**src/rtl/exhaustive_response_compactor_if.sv**
```systemverilog
// Handshake and result bundle between the exhaustive-stimulus harness and the response compactor.
// Optional resp_map signal is present when RESP_MAP_EN is defined.
interface exhaustive_response_compactor_if #(
   parameter int VEC_W = 7,
   parameter int SIG_W = 16
);
   logic             start;
   logic             vec_valid;
   logic [VEC_W-1:0] vec_in;
   logic             resp_in;
   logic             vec_ready;
   logic             busy;
   logic             done;
   logic             seq_err;
   logic [SIG_W-1:0] signature;
   logic [VEC_W:0]   ones_count;
`ifdef RESP_MAP_EN
   logic [(1<<VEC_W)-1:0] resp_map;

   modport master (
      output start, vec_valid, vec_in, resp_in,
      input  vec_ready, busy, done, seq_err, signature, ones_count, resp_map
   );
   modport slave (
      input  start, vec_valid, vec_in, resp_in,
      output vec_ready, busy, done, seq_err, signature, ones_count, resp_map
   );
`else
   modport master (
      output start, vec_valid, vec_in, resp_in,
      input  vec_ready, busy, done, seq_err, signature, ones_count
   );
   modport slave (
      input  start, vec_valid, vec_in, resp_in,
      output vec_ready, busy, done, seq_err, signature, ones_count
   );
`endif
endinterface

```
**src/rtl/exhaustive_response_compactor.sv**
```systemverilog
// Compacts 2^VEC_W single-bit DUT responses into a MISR signature and ones count, checking vector order.
// Define RESP_MAP_EN to also keep a per-vector response map for diagnosis.
module exhaustive_response_compactor #(
   parameter int               VEC_W = 7,
   parameter int               SIG_W = 16,
   parameter logic [SIG_W-1:0] POLY  = 16'h1021,
   parameter logic [SIG_W-1:0] SEED  = 16'h0000
) (
   input  logic                            CK,
   input  logic                            reset,
   exhaustive_response_compactor_if.slave  bus
);

   typedef enum logic [1:0] {
      IDLE = 2'd0,
      RUN  = 2'd1,
      DONE = 2'd2
   } state_t;

   state_t           state_r;
   state_t           state_n;
   logic             busy_r;
   logic             done_r;
   logic             seq_err_r;
   logic [SIG_W-1:0] sig_r;
   logic [VEC_W:0]   ones_r;
   logic [VEC_W-1:0] exp_idx_r;
   logic             accept_s;
   logic             start_ok_s;
   logic             last_s;

   function automatic logic [SIG_W-1:0] misr_step(input logic [SIG_W-1:0] sig, input logic bit_in);
      misr_step = {sig[SIG_W-2:0], 1'b0}
                ^ (sig[SIG_W-1] ? POLY : {SIG_W{1'b0}})
                ^ {{(SIG_W-1){1'b0}}, bit_in};
   endfunction

   assign accept_s   = bus.vec_valid && (state_r == RUN);
   assign start_ok_s = bus.start && (state_r != RUN);
   assign last_s     = (exp_idx_r == {VEC_W{1'b1}});

   // Run-control next-state logic; start is ignored while a run is in progress.
   always_comb begin
      state_n = state_r;
      case (state_r)
         IDLE: begin
            if (bus.start) state_n = RUN;
            else           state_n = IDLE;
         end
         RUN: begin
            if (accept_s && last_s) state_n = DONE;
            else                    state_n = RUN;
         end
         DONE: begin
            if (bus.start) state_n = RUN;
            else           state_n = DONE;
         end
         default: state_n = IDLE;
      endcase
   end

   // State register with status flags registered from the next state.
   always_ff @(posedge CK or posedge reset) begin
      if (reset) begin
         state_r <= IDLE;
         busy_r  <= 1'b0;
         done_r  <= 1'b0;
      end else begin
         state_r <= state_n;
         busy_r  <= (state_n == RUN);
         done_r  <= (state_n == DONE);
      end
   end

   // Compaction datapath: a restart clears results, each accept folds one response in.
   always_ff @(posedge CK or posedge reset) begin
      if (reset) begin
         sig_r     <= SEED;
         ones_r    <= {(VEC_W+1){1'b0}};
         exp_idx_r <= {VEC_W{1'b0}};
         seq_err_r <= 1'b0;
      end else if (start_ok_s) begin
         sig_r     <= SEED;
         ones_r    <= {(VEC_W+1){1'b0}};
         exp_idx_r <= {VEC_W{1'b0}};
         seq_err_r <= 1'b0;
      end else if (accept_s) begin
         sig_r     <= misr_step(sig_r, bus.resp_in);
         ones_r    <= ones_r + {{VEC_W{1'b0}}, bus.resp_in};
         exp_idx_r <= exp_idx_r + {{(VEC_W-1){1'b0}}, 1'b1};
         seq_err_r <= seq_err_r | (bus.vec_in != exp_idx_r);
      end
   end

`ifdef RESP_MAP_EN
   logic [(1<<VEC_W)-1:0] resp_map_r;

   // Map is indexed by the vector actually received so misordered runs stay diagnosable.
   always_ff @(posedge CK or posedge reset) begin
      if (reset) begin
         resp_map_r <= {(1<<VEC_W){1'b0}};
      end else if (start_ok_s) begin
         resp_map_r <= {(1<<VEC_W){1'b0}};
      end else if (accept_s) begin
         resp_map_r[bus.vec_in] <= bus.resp_in;
      end
   end

   assign bus.resp_map = resp_map_r;
`endif

   assign bus.vec_ready  = busy_r;
   assign bus.busy       = busy_r;
   assign bus.done       = done_r;
   assign bus.seq_err    = seq_err_r;
   assign bus.signature  = sig_r;
   assign bus.ones_count = ones_r;

endmodule

```
**src/flat_wrapper.sv**
```systemverilog
// flat-port wrapper written by rule: the top's interface ports become plain ports
module exhaustive_response_compactor_flat 
#(
   parameter int               VEC_W = 7,
   parameter int               SIG_W = 16,
   parameter logic [SIG_W-1:0] POLY  = 16'h1021,
   parameter logic [SIG_W-1:0] SEED  = 16'h0000
)
  (CK, reset, bus_start, bus_vec_valid, bus_vec_in, bus_resp_in, bus_vec_ready, bus_busy, bus_done, bus_seq_err, bus_signature, bus_ones_count);
  exhaustive_response_compactor_if #(.VEC_W(VEC_W), .SIG_W(SIG_W)) bus_i ();
  input  logic CK;
  input  logic reset;
  input wire logic [$bits(bus_i.start)-1:0] bus_start;
  input wire logic [$bits(bus_i.vec_valid)-1:0] bus_vec_valid;
  input wire logic [$bits(bus_i.vec_in)-1:0] bus_vec_in;
  input wire logic [$bits(bus_i.resp_in)-1:0] bus_resp_in;
  output wire logic [$bits(bus_i.vec_ready)-1:0] bus_vec_ready;
  output wire logic [$bits(bus_i.busy)-1:0] bus_busy;
  output wire logic [$bits(bus_i.done)-1:0] bus_done;
  output wire logic [$bits(bus_i.seq_err)-1:0] bus_seq_err;
  output wire logic [$bits(bus_i.signature)-1:0] bus_signature;
  output wire logic [$bits(bus_i.ones_count)-1:0] bus_ones_count;
  assign bus_i.start = bus_start;
  assign bus_i.vec_valid = bus_vec_valid;
  assign bus_i.vec_in = bus_vec_in;
  assign bus_i.resp_in = bus_resp_in;
  assign bus_vec_ready = bus_i.vec_ready;
  assign bus_busy = bus_i.busy;
  assign bus_done = bus_i.done;
  assign bus_seq_err = bus_i.seq_err;
  assign bus_signature = bus_i.signature;
  assign bus_ones_count = bus_i.ones_count;
  exhaustive_response_compactor #(.VEC_W(VEC_W), .SIG_W(SIG_W), .POLY(POLY), .SEED(SEED)) u_core (.CK(CK), .reset(reset), .bus(bus_i));
endmodule
```
**config.mk**
```make
export PLATFORM = sky130hd
export DESIGN_NAME = exhaustive_response_compactor_flat
export DESIGN_NICKNAME = d
export VERILOG_FILES = /design/src/rtl/exhaustive_response_compactor_if.sv /design/src/rtl/exhaustive_response_compactor.sv /design/src/flat_wrapper.sv
export SDC_FILE = /design/constraint.sdc
export NUM_CORES = 1
export LEC_CHECK = 0
export CAP_MARGIN = 20
export CORE_ASPECT_RATIO = 1.25
export CORE_MARGIN = 4
export CORE_UTILIZATION = 30
export CTS_BUF_LIST = sky130_fd_sc_hd__clkbuf_4 sky130_fd_sc_hd__clkbuf_8 sky130_fd_sc_hd__clkbuf_16
export DETAILED_ROUTE_END_ITERATION = 10
export GPL_TIMING_DRIVEN = 0
export HOLD_SLACK_MARGIN = 0.03
export PLACE_DENSITY = 0.62
export SLEW_MARGIN = 25
export SYNTH_ARGS = -nofsm -noshare
export SYNTH_HDL_FRONTEND = slang
export SYNTH_SLANG_ARGS = --single-unit
export TNS_END_PERCENT = 20
```
**constraint.sdc**
```tcl
create_clock -name CK -period 2.1 [get_ports CK]
set_input_delay 0.42 -clock CK [delete_from_list [all_inputs] [get_ports CK]]
set_output_delay 0.42 -clock CK [all_outputs]
set_load 0.01 [all_outputs]
```
# --- Yosys cells after proc, flatten, opt, wreduce, memory -nomap -nowiden ---
# Index checks and enable logic that the tools add are counted.
classes:
  n_addsub: 2
  bitwise: 3
  n_reduce_logical: 5
  eq_ne: 7
  mux: 13
op_table:
  columns: ["cell", "n"]
  rows:
  - ["16-bit 2-to-1 mux", 2]
  - ["8-bit 2-to-1 mux", 2]
  - ["16-bit by 1-bit XOR with 16-bit output", 1]
  - ["16-bit XOR", 1]
  - ["7-bit 2-to-1 mux", 2]
  - ["13-bit 2-to-1 mux", 1]
  - ["8-bit by 1-bit adder with 8-bit output", 1]
  - ["7-bit by 1-bit adder with 7-bit output, second input constant", 1]
  - ["7-bit equality test, second input constant", 1]
  - ["7-bit != test", 1]
  - ["2-bit one-hot mux with 3 select lines", 1]
  - ["2-bit by 1-bit equality test with 1-bit output, second input constant", 2]
  - ["2-bit equality test, second input constant", 2]
  - ["2-bit 2-to-1 mux", 2]
  - ["1-bit logical AND", 3]
  - ["1-bit 2-to-1 mux", 3]
  - ["2-bit logical NOT", 1]
  - ["2-bit by 1-bit != test with 1-bit output, second input constant", 1]
  - ["2-bit nonzero test", 1]
  - ["1-bit OR", 1]
word_totals:
  elab_cells: 37
  output_inout_bits: 28
  regBits: 36

# --- Depth between registers and ports, before layout ---
# Gate-level depths: netlist of the first run.
logic_depth:
  word_depth: 6
  depth_mapped: 6

# --- Worst setup path before layout of the first run ---
# Ideal clock, no wire load.
synth_path:
  kind: "register to register"
  startpoint: "register u_core.ones_r[0], in the netlist u_core.bus.ones_count[0]"
  endpoint: "register u_core.ones_r[6], in the netlist u_core.bus.ones_count[6]"
  stages_incl_launch_ff: 7
  t_arrival_ns: 1.218
  setup_ns: 0.130
  required_ns: 1.970
  path_buffers: 0
  path_slack_ns: 0.752
  cell_sequence: "dfrtp_1 ha_1 ha_1 nand2_1 nor3_1 xnor2_1 nor2_1"
synth_via:
  elab_chain_len: 3
synth_rtl:
  columns: ["element", "line_no", "text"]
  rows:
  - ["start: declaration", "exhaustive_response_compactor.sv:26", "logic [VEC_W:0] ones_r;"]
  - ["start signal: assignment", "exhaustive_response_compactor.sv:79", "ones_r <= {(VEC_W+1){1'b0}};"]
  - ["start signal: assignment", "exhaustive_response_compactor.sv:84", "ones_r <= {(VEC_W+1){1'b0}};"]
  - ["start signal: assignment", "exhaustive_response_compactor.sv:89", "ones_r <= ones_r + {{VEC_W{1'b0}}, bus.resp_in};"]
  - ["8-bit by 1-bit adder with 8-bit output", "exhaustive_response_compactor.sv:89", null]
  - ["8-bit 2-to-1 mux", "exhaustive_response_compactor.sv:87", "end else if (accept_s) begin"]
  - ["8-bit 2-to-1 mux", "exhaustive_response_compactor.sv:82", "end else if (start_ok_s) begin"]
# Every way passes these cells. The select of a mux whose other input is x is not followed.
# A chain may end at the register's enable or synchronous reset.

# --- Worst setup path in the final report of the first run ---
layout_path:
  startpoint: "register u_core.sig_r[15], in the netlist u_core.bus.signature[15]"
  endpoint: "output bus_signature[15]"
layout_lines:
  columns: ["element", "line_no", "text"]
  rows:
  - ["start: declaration", "exhaustive_response_compactor.sv:25", "logic [SIG_W-1:0] sig_r;"]
  - ["start signal: assignment", "exhaustive_response_compactor.sv:88", "sig_r <= misr_step(sig_r, bus.resp_in);"]
  - ["end: declaration", "flat_wrapper.sv:21", "output wire logic [$bits(bus_i.signature)-1:0] bus_signature;"]
# No word-level cell between the ends.

==> results of run 1 <==
==> through the flow <==
stage / setup WS (ns) / total power (uW)
after floorplan: 0.752 / 1440
after global placement: 0.0130 / 1830
after detailed placement: 0.0985 / 1840
after CTS: 0.297 / 2370
after global routing: 0.253 / 2480
final: 0.307 / 2330
==> final cells by class <==
type	count	area, um2	share of cell area, %
buffer	6	40.0	1.84
clock buffer	6	82.6	3.79
clock inverter	2	10.0	0.459
inverter	4	15.0	0.688
multi-input combinational	93	644	29.5
sequential	36	901	41.3
tap	62	77.6	3.56
timing repair buffer	40	410	18.8
==> layer usage <==
layer,vias to the layer above,share of wire (%),track usage (%)
li1,587,-,-
met1,584,48,15.2
met2,34,44,17.3
met3,6,6.5,4.01
met4,0,1.6,4.45
met5,-,0,0
==> worst paths after layout <==
kind | start | endpoint | slack (ns)
max | u_core.bus.signature[15] | bus_signature[15] | 0.31
min | reset | u_core.bus.ones_count[4] | 0.36
max reg2reg | u_core.state_r[1] | u_core.exp_idx_r[6] | 0.65
min reg2reg | u_core.bus.signature[14] | u_core.bus.signature[14] | 0.53
max in group asynchronous | reset | u_core.exp_idx_r[1] | 1.33
min in group CK | u_core.bus.signature[14] | u_core.bus.signature[14] | 0.53
==> cells by family after synthesis <==
family	synth area share (%)
adder cells (fa/ha/maj)	2.35
flip-flops	56.3
XOR/XNOR	10.4
multiplexers	0.704
AND/OR/NAND/NOR	12.0
AO/OA/AOI/OAI	14.9
buffers and inverters	3.44
==> flip-flops by register name, indices dropped and copies added (netlist names) <==
name	flops
u_core.bus.ones_count	8
u_core.state_r	2
u_core.bus.done	1
u_core.exp_idx_r	7
u_core.bus.seq_err	1
u_core.bus.signature	16
u_core.bus.busy	1
==> placed cells by master (no fill, tap or decap) <==
cell and instances:
and3_1 2, o22ai_1 2, xor2_1 15, inv_1 3, mux2_2 1, nand2_1 8
nand4b_1 1, nand3_1 1, nor2_2 1, a21oi_2 1, buf_2 2, and3b_1 1
a22o_1 21, nor4_1 2, ha_1 3, clkinv_2 2, clkbuf_8 6, inv_2 1
o21ai_1 3, nand2b_1 1, nand4_1 4, a22oi_1 1, clkdlybuf4s50_1 39, buf_4 2
nor2b_1 1, xnor2_1 4, dfrtp_1 36, buf_12 1, nor2_1 16, buf_6 1
clkbuf_1 1, a21oi_1 2, nor3_1 2
==> report_power, final <==
part           internal [uW]  switching, uW  total [uW]
logic                    448            285         733
clock network            262            243         504
registers                882            207        1090
total                   1590            734        2330
==> metrics.csv, run 1 <==
stage,metric,value,unit
outcome,outcome,"complete, no violations",
clock_tree,CTS tree,yes,
yosys,synthesized cell area,1600,um2
clock_tree,"buffers from clock root to sink, at most",2,
detailed_routing,final wirelength,3470,um
clock_tree,insertion delay of the later-clocked pin in the worst-skew pair,0.29,ns
timing,post-route clock period utilization,85.4,%
placed_design,RePlAce Congestion,0.760,
worst_setup_path,number of cells on the critical path,1,
worst_setup_path,largest incremental delay on the critical path,0.59,ns
flow_run,Max-cap violations,0,
timing,smallest hold slack,0.364,ns
floorplan,number of top-level pins,40,
placed_design,detailed-placement wirelength estimate,2470,um
global_routing,pin count of the biggest net entering global routing,29,
worst_setup_path,worst reg-to-reg path cell count,5,
detailed_routing,vias per cell,4.86,
clock_tree,number of buffers inserted to repair setup after CTS,0,
cells_and_area,# nets final,201,
clock_tree,Post-CTS Hold Fix Bufs,0,
clock_tree,H-tree depth,2,
yosys,cell with the most instances after synthesis,dfrtp_1,
timing,final clock skew,0.00369,ns
floorplan,vertical extent of the die,89.7,um
detailed_routing,iteration count of the initial detailed-routing pass,4,
yosys,count of yosys warnings during synthesis,0,
clock_tree,Post-CTS Resized,0,
timing,final period demand of the worst path,1.79,ns
yosys,Yosys top cell by area,dfrtp_1,
global_routing,vias in the first global route,1205,
worst_setup_path,data arrival time of the critical path,1.37,ns
detailed_routing,remaining antenna violation count after routing,0,
yosys,ys flop type,dfrtp_1,
cells_and_area,Filler cells,498,
timing,number of endpoints with negative hold slack in the final report,0,
yosys,proportion of register bits with asynchronous set or reset after synthesis,100,%
clock_tree,total clock sinks,36,
detailed_routing,final routed wire length divided by cell count,13.9,um
cells_and_area,fin area,2180,um2
worst_setup_path,Setup crit end kind,primary output,
clock_tree,clock root buffer,clkbuf_8,
floorplan,starting density of the core,31.3,%
timing,sum of negative setup slack,0,ns
placed_design,I/O Buffers,39,
global_routing,total global routing overflow,0,
yosys,number of enable flip-flop cells after synthesis,0,
yosys,net count after synthesis,154,
cells_and_area,number of inserted diodes,0,
clock_tree,clock buffers created by TritonCTS,5,
placed_design,Placed Cells incl. Taps,241,
floorplan,Placeable Area,5120,um2
timing,Slew HR,68.2,%
worst_setup_path,CP max-delay cell,clkdlybuf4s50_1,
worst_setup_path,start-to-end type of the worst setup path,reg2out,
yosys,"Avg Cell Area, Syn",11.5,um2
global_routing,global-route wire length before repair,5770,um
global_routing,GRT Overall Usage,11.5,%
yosys,Mapped Cells,139,
power_and_ir_drop,Pwr per Cell Area,1070,nW/um2
power_and_ir_drop,Peak supply drop,617,uV
worst_setup_path,required time of the critical path,1.68,ns
clock_tree,clock transition at the registers of the reported paths,0.07,ns
yosys,part of the Yosys area used for sequential elements,56.3,%
min_path,path class of the lowest-slack min-delay path,in2async,
detailed_routing,remaining routing DRC violations,0,
floorplan,die extent in x,73.3,um
yosys,ranking of synthesized cells by instance count,"36 x dfrtp_1, 21 x a22o_1, 16 x nor2_1",
timing,worst slew pin tran,0.477,ns
worst_setup_path,cell class contributing the biggest share of worst-path delay,buffers and inverters,
timing,RSZ-0062 raised after global routing,no,
yosys,number of library cell types mapped by synthesis,28,
yosys,leading post-synthesis cells by cell area,"dfrtp_1 56%, a22o_1 11%, xor2_1 8.2%",
cells_and_area,fraction of layout instances using a drive strength above 1,9.63,%
yosys,synthesized flop and latch total,36,
power_and_ir_drop,Pleak,0.000964,uW
floorplan,Total Die Area,6570,um2
yosys,Synth top area share,56.3,%
worst_setup_path,nature of the critical path startpoint,flip-flop,
timing,count of final setup violators,0,
detailed_routing,total vias in the final route,1211,
worst_setup_path,"critical path, cell by cell",clkdlybuf4s50_1,
floorplan,Std-Cell Rows,29,
cells_and_area,synthesis-to-finish area growth,36.3,%
detailed_routing,first-iteration detailed-routing DRC count,60,
worst_setup_path,"critical path fanouts, max",5,
cells_and_area,final core utilization,42.6,%
timing,peak clock frequency supported by timing,0.558,GHz
global_routing,antenna violations before repair,0,
cells_and_area,non-filler cells in the finished layout,249,
placed_design,Placement Cell Area,2090,um2
timing,final max-slew violation count,0,
worst_setup_path,number of buffer and inverter stages on the critical path,1,
No activity file was read; power rests on OpenSTA's default activity.
==> inputs of run 2 (changes only) <==
Settings changed: ABC_AREA set to 1, PLACE_DENSITY 0.62 to not set, PLACE_DENSITY_LB_ADDON set to 0.05.
==> run 2 against run 1 <==
  * Cell count increased by 21%
  * Sequential share of layout area fell by 1.6 points
  * Synthesized cell count is 37% higher
  * Synthesized area rose by 5.2%
  * Fmax is 1.2% higher
  * Global-route usage up 1.0 points
  * Register-to-register slack about the same
  * Non-clock buffer count down 2
  * Count of clock-buffer cells in the layout did not move
  * Sequential cell count unchanged
  * First-iteration DRC count decreased by 13%
  * Largest cell class unchanged
  * Highest routed layer unchanged
==> metrics.csv, run 2 <==
stage,metric,value,unit,change
outcome,outcome,"complete, no violations",,
floorplan,Std-Cell Rows,30,,+3.4%
timing,RSZ-0062 raised after global routing,no,,
yosys,proportion of register bits with asynchronous set or reset after synthesis,100,%,unchanged
clock_tree,Post-CTS Hold Fix Bufs,0,,unchanged
timing,Slew HR,68.9,%,+0.73 points
yosys,cell with the most instances after synthesis,inv_1,,
global_routing,Global Route met1 Usage,16.6,%,+1.4 points
floorplan,vertical extent of the die,91.8,um,+2.4%
clock_tree,total clock sinks,36,,unchanged
placed_design,I/O Buffers,39,,unchanged
clock_tree,clock root buffer,clkbuf_8,,
timing,worst slew pin tran,0.466,ns,-0.0109 ns
clock_tree,number of buffers inserted to repair setup after CTS,0,,unchanged
worst_setup_path,launch point of the worst reg-to-reg path,u_core.exp_idx_r[0],,
global_routing,vias in the first global route,1380,,+15%
yosys,net count after synthesis,205,,+33%
yosys,Synth top area share,53.5,%,-2.8 points
clock_tree,Post-CTS Resized,0,,unchanged
cells_and_area,# nets final,252,,+25%
cells_and_area,fraction of layout instances using a drive strength above 1,7.98,%,-1.6 points
floorplan,die extent in x,75.0,um,+2.3%
power_and_ir_drop,Peak supply drop,466,uV,-24%
worst_setup_path,number of cells on the critical path,1,,unchanged
cells_and_area,Filler cells,563,,+13%
clock_tree,insertion delay of the later-clocked pin in the worst-skew pair,0.29,ns,about the same
detailed_routing,remaining routing DRC violations,0,,unchanged
yosys,synthesized flop and latch total,36,,unchanged
timing,final period demand of the worst path,1.77,ns,-0.0217 ns
timing,final max-slew violation count,0,,unchanged
clock_tree,CTS tree,yes,,
cells_and_area,non-filler cells in the finished layout,302,,+21%
yosys,Yosys top cell by area,dfrtp_1,,
global_routing,global routing usage on met3,3.29,%,-0.72 points
timing,peak clock frequency supported by timing,0.565,GHz,+1.2%
floorplan,starting density of the core,30.9,%,-0.34 points
worst_setup_path,required time of the critical path,1.68,ns,about the same
yosys,number of enable flip-flop cells after synthesis,0,,unchanged
timing,sum of negative setup slack,0,ns,unchanged
floorplan,number of top-level pins,40,,unchanged
worst_setup_path,cell class contributing the biggest share of worst-path delay,buffers and inverters,,
yosys,synthesized cell area,1680,um2,+5.2%
worst_setup_path,nature of the critical path startpoint,flip-flop,,
detailed_routing,total vias in the final route,1360,,+12%
worst_setup_path,start-to-end type of the worst setup path,reg2out,,
placed_design,detailed-placement wirelength estimate,2820,um,+14%
min_path,path class of the lowest-slack min-delay path,in2async,,
worst_setup_path,worst-case register-to-register setup slack,0.66,ns,about the same
worst_setup_path,"critical path fanouts, max",5,,unchanged
worst_setup_path,endpoint of the lowest-slack register-to-register path,u_core.bus.busy,,
worst_setup_path,data arrival time of the critical path,1.35,ns,-0.02 ns
clock_tree,clock transition at the registers of the reported paths,0.08,ns,about the same
global_routing,global-route wire length before repair,6590,um,+14%
worst_setup_path,worst reg-to-reg path cell count,6,,+1
yosys,number of library cell types mapped by synthesis,29,,+3.6%
clock_tree,H-tree depth,2,,unchanged
yosys,ys flop type,dfrtp_1,,
worst_setup_path,number of buffer and inverter stages on the critical path,1,,unchanged
worst_setup_path,"critical path, cell by cell",clkdlybuf4s50_1,,
power_and_ir_drop,Pwr per Cell Area,1090,nW/um2,+1.8%
global_routing,met2 demand-to-capacity share in global routing,19.5,%,+2.1 points
floorplan,Placeable Area,5440,um2,+6.4%
detailed_routing,remaining antenna violation count after routing,0,,unchanged
worst_setup_path,largest incremental delay on the critical path,0.59,ns,about the same
worst_setup_path,CP max-delay cell,clkdlybuf4s50_1,,
yosys,Mapped Cells,190,,+37%
global_routing,pin count of the biggest net entering global routing,31,,+6.9%
placed_design,RePlAce Congestion,0.719,,-5.5%
timing,count of final setup violators,0,,unchanged
cells_and_area,"most common cell after layout, fill and taps aside",clkdlybuf4s50_1,,
yosys,"Avg Cell Area, Syn",8.86,um2,-23%
yosys,count of yosys warnings during synthesis,0,,unchanged
global_routing,antenna violations before repair,0,,unchanged
global_routing,global routing's busiest layer,met2,,
clock_tree,clock buffers created by TritonCTS,5,,unchanged
power_and_ir_drop,Pleak,0.00111,uW,+15%
yosys,part of the Yosys area used for sequential elements,53.5,%,-2.8 points
flow_run,Max-cap violations,0,,unchanged
global_routing,GRT Overall Usage,12.5,%,+1.0 points
clock_tree,"buffers from clock root to sink, at most",2,,unchanged
timing,post-route clock period utilization,84.3,%,-1.0 points
floorplan,Total Die Area,6880,um2,+4.7%
detailed_routing,final wirelength,3890,um,+12%
cells_and_area,synthesis-to-finish area growth,34.6,%,
detailed_routing,vias per cell,4.50,,-7.4%
detailed_routing,iteration count of the initial detailed-routing pass,4,,unchanged
detailed_routing,first-iteration detailed-routing DRC count,52,,-13%
detailed_routing,final routed wire length divided by cell count,12.9,um,-7.5%
timing,number of endpoints with negative hold slack in the final report,0,,unchanged
timing,final clock skew,0.00410,ns,+0.000413 ns
yosys,leading post-synthesis cells by cell area,"dfrtp_1 53%, inv_1 8.7%, nand2_1 8.5%",,
worst_setup_path,Setup crit end kind,primary output,,
cells_and_area,number of inserted diodes,0,,unchanged
placed_design,Placed Cells incl. Taps,294,,+22%
yosys,ranking of synthesized cells by instance count,"39 x inv_1, 38 x nand2_1, 36 x dfrtp_1",,
cells_and_area,number of flip-flops in the largest register,16,,unchanged
cells_and_area,most frequent cells in the layout,"39 x clkdlybuf4s50_1, 38 x inv_1, 38 x nand2_1",,
global_routing,total global routing overflow,0,,unchanged
==> run 2: cells by family (layout without fill, tap and decap cells) <==
logic type	after synthesis	count (layout)	share of synthesized area [%]
DFF	36	36	53.5
adders and majority gates	3	3	2.23
buffers and inverters	44	92	10.5
AOI/OAI and AO/OA	38	38	13.4
xor gates and xnor gates	4	4	2.08
and+or+nand+nor	65	65	18.3
==> run 2: power by group <==
| part | total (uW) | switching [uW] | internal [uW] |
|---|---|---|---|
| combinational | 876 | 406 | 471 |
| clock | 512 | 250 | 262 |
| sequential | 1070 | 177 | 896 |
| total | 2460 | 834 | 1630 |
==> run 2: final cells by class <==
| cell class | count | area, um2 | area share [%] |
|---|---|---|---|
| plain buffers | 4 | 27.5 | 1.21 |
| clock buffers | 6 | 82.6 | 3.64 |
| clock inverters | 2 | 10.0 | 0.442 |
| inverters | 40 | 150 | 6.62 |
| multi-input cells | 110 | 606 | 26.7 |
| flip-flops and latches | 36 | 901 | 39.7 |
| well taps | 64 | 80.1 | 3.53 |
| repair buffers | 40 | 410 | 18.1 |
==> run 2: metrics by stage <==
| step | instance area [um2] | setup WS [ns] | hold slack, ns | total power (uW) | util (%) |
|---|---|---|---|---|---|
| 6_report | 2270 | 0.329 | 0.347 | 2460 | 41.7 |
| 5_1_grt | 2270 | 0.276 | 0.367 | 2660 | 41.7 |
| 4_1_cts | 2270 | 0.306 | 0.348 | 2500 | 41.7 |
| 3_5_place_dp | 2170 | 0.114 | 0.505 | 1980 | 40.0 |
| 3_3_place_gp | 2150 | -0.0403 | 0.505 | 1980 | 39.6 |
| 2_1_floorplan | 1680 | 0.767 | 0.532 | 1530 | - |
==> run 2: per-layer routing <==
metal	share of wire, %	vias up
met5	0	-
met4	1.6	0
met3	3.5	6
met2	48	25
met1	47	621
li1	-	708
==> run 2: worst max-delay path by stage <==
stage | start | slack, ns | end
6_report | u_core.bus.signature[15] | 0.33 | bus_signature[15]
2_1_floorplan | u_core.bus.ones_count[0] | 0.77 | u_core.bus.ones_count[6]
5_1_grt | u_core.bus.signature[15] | 0.28 | bus_signature[15]
4_1_cts | u_core.bus.signature[15] | 0.31 | bus_signature[15]
3_5_place_dp | bus_resp_in | 0.11 | u_core.bus.ones_count[6]
3_3_place_gp | reset | -0.04 | u_core.bus.busy
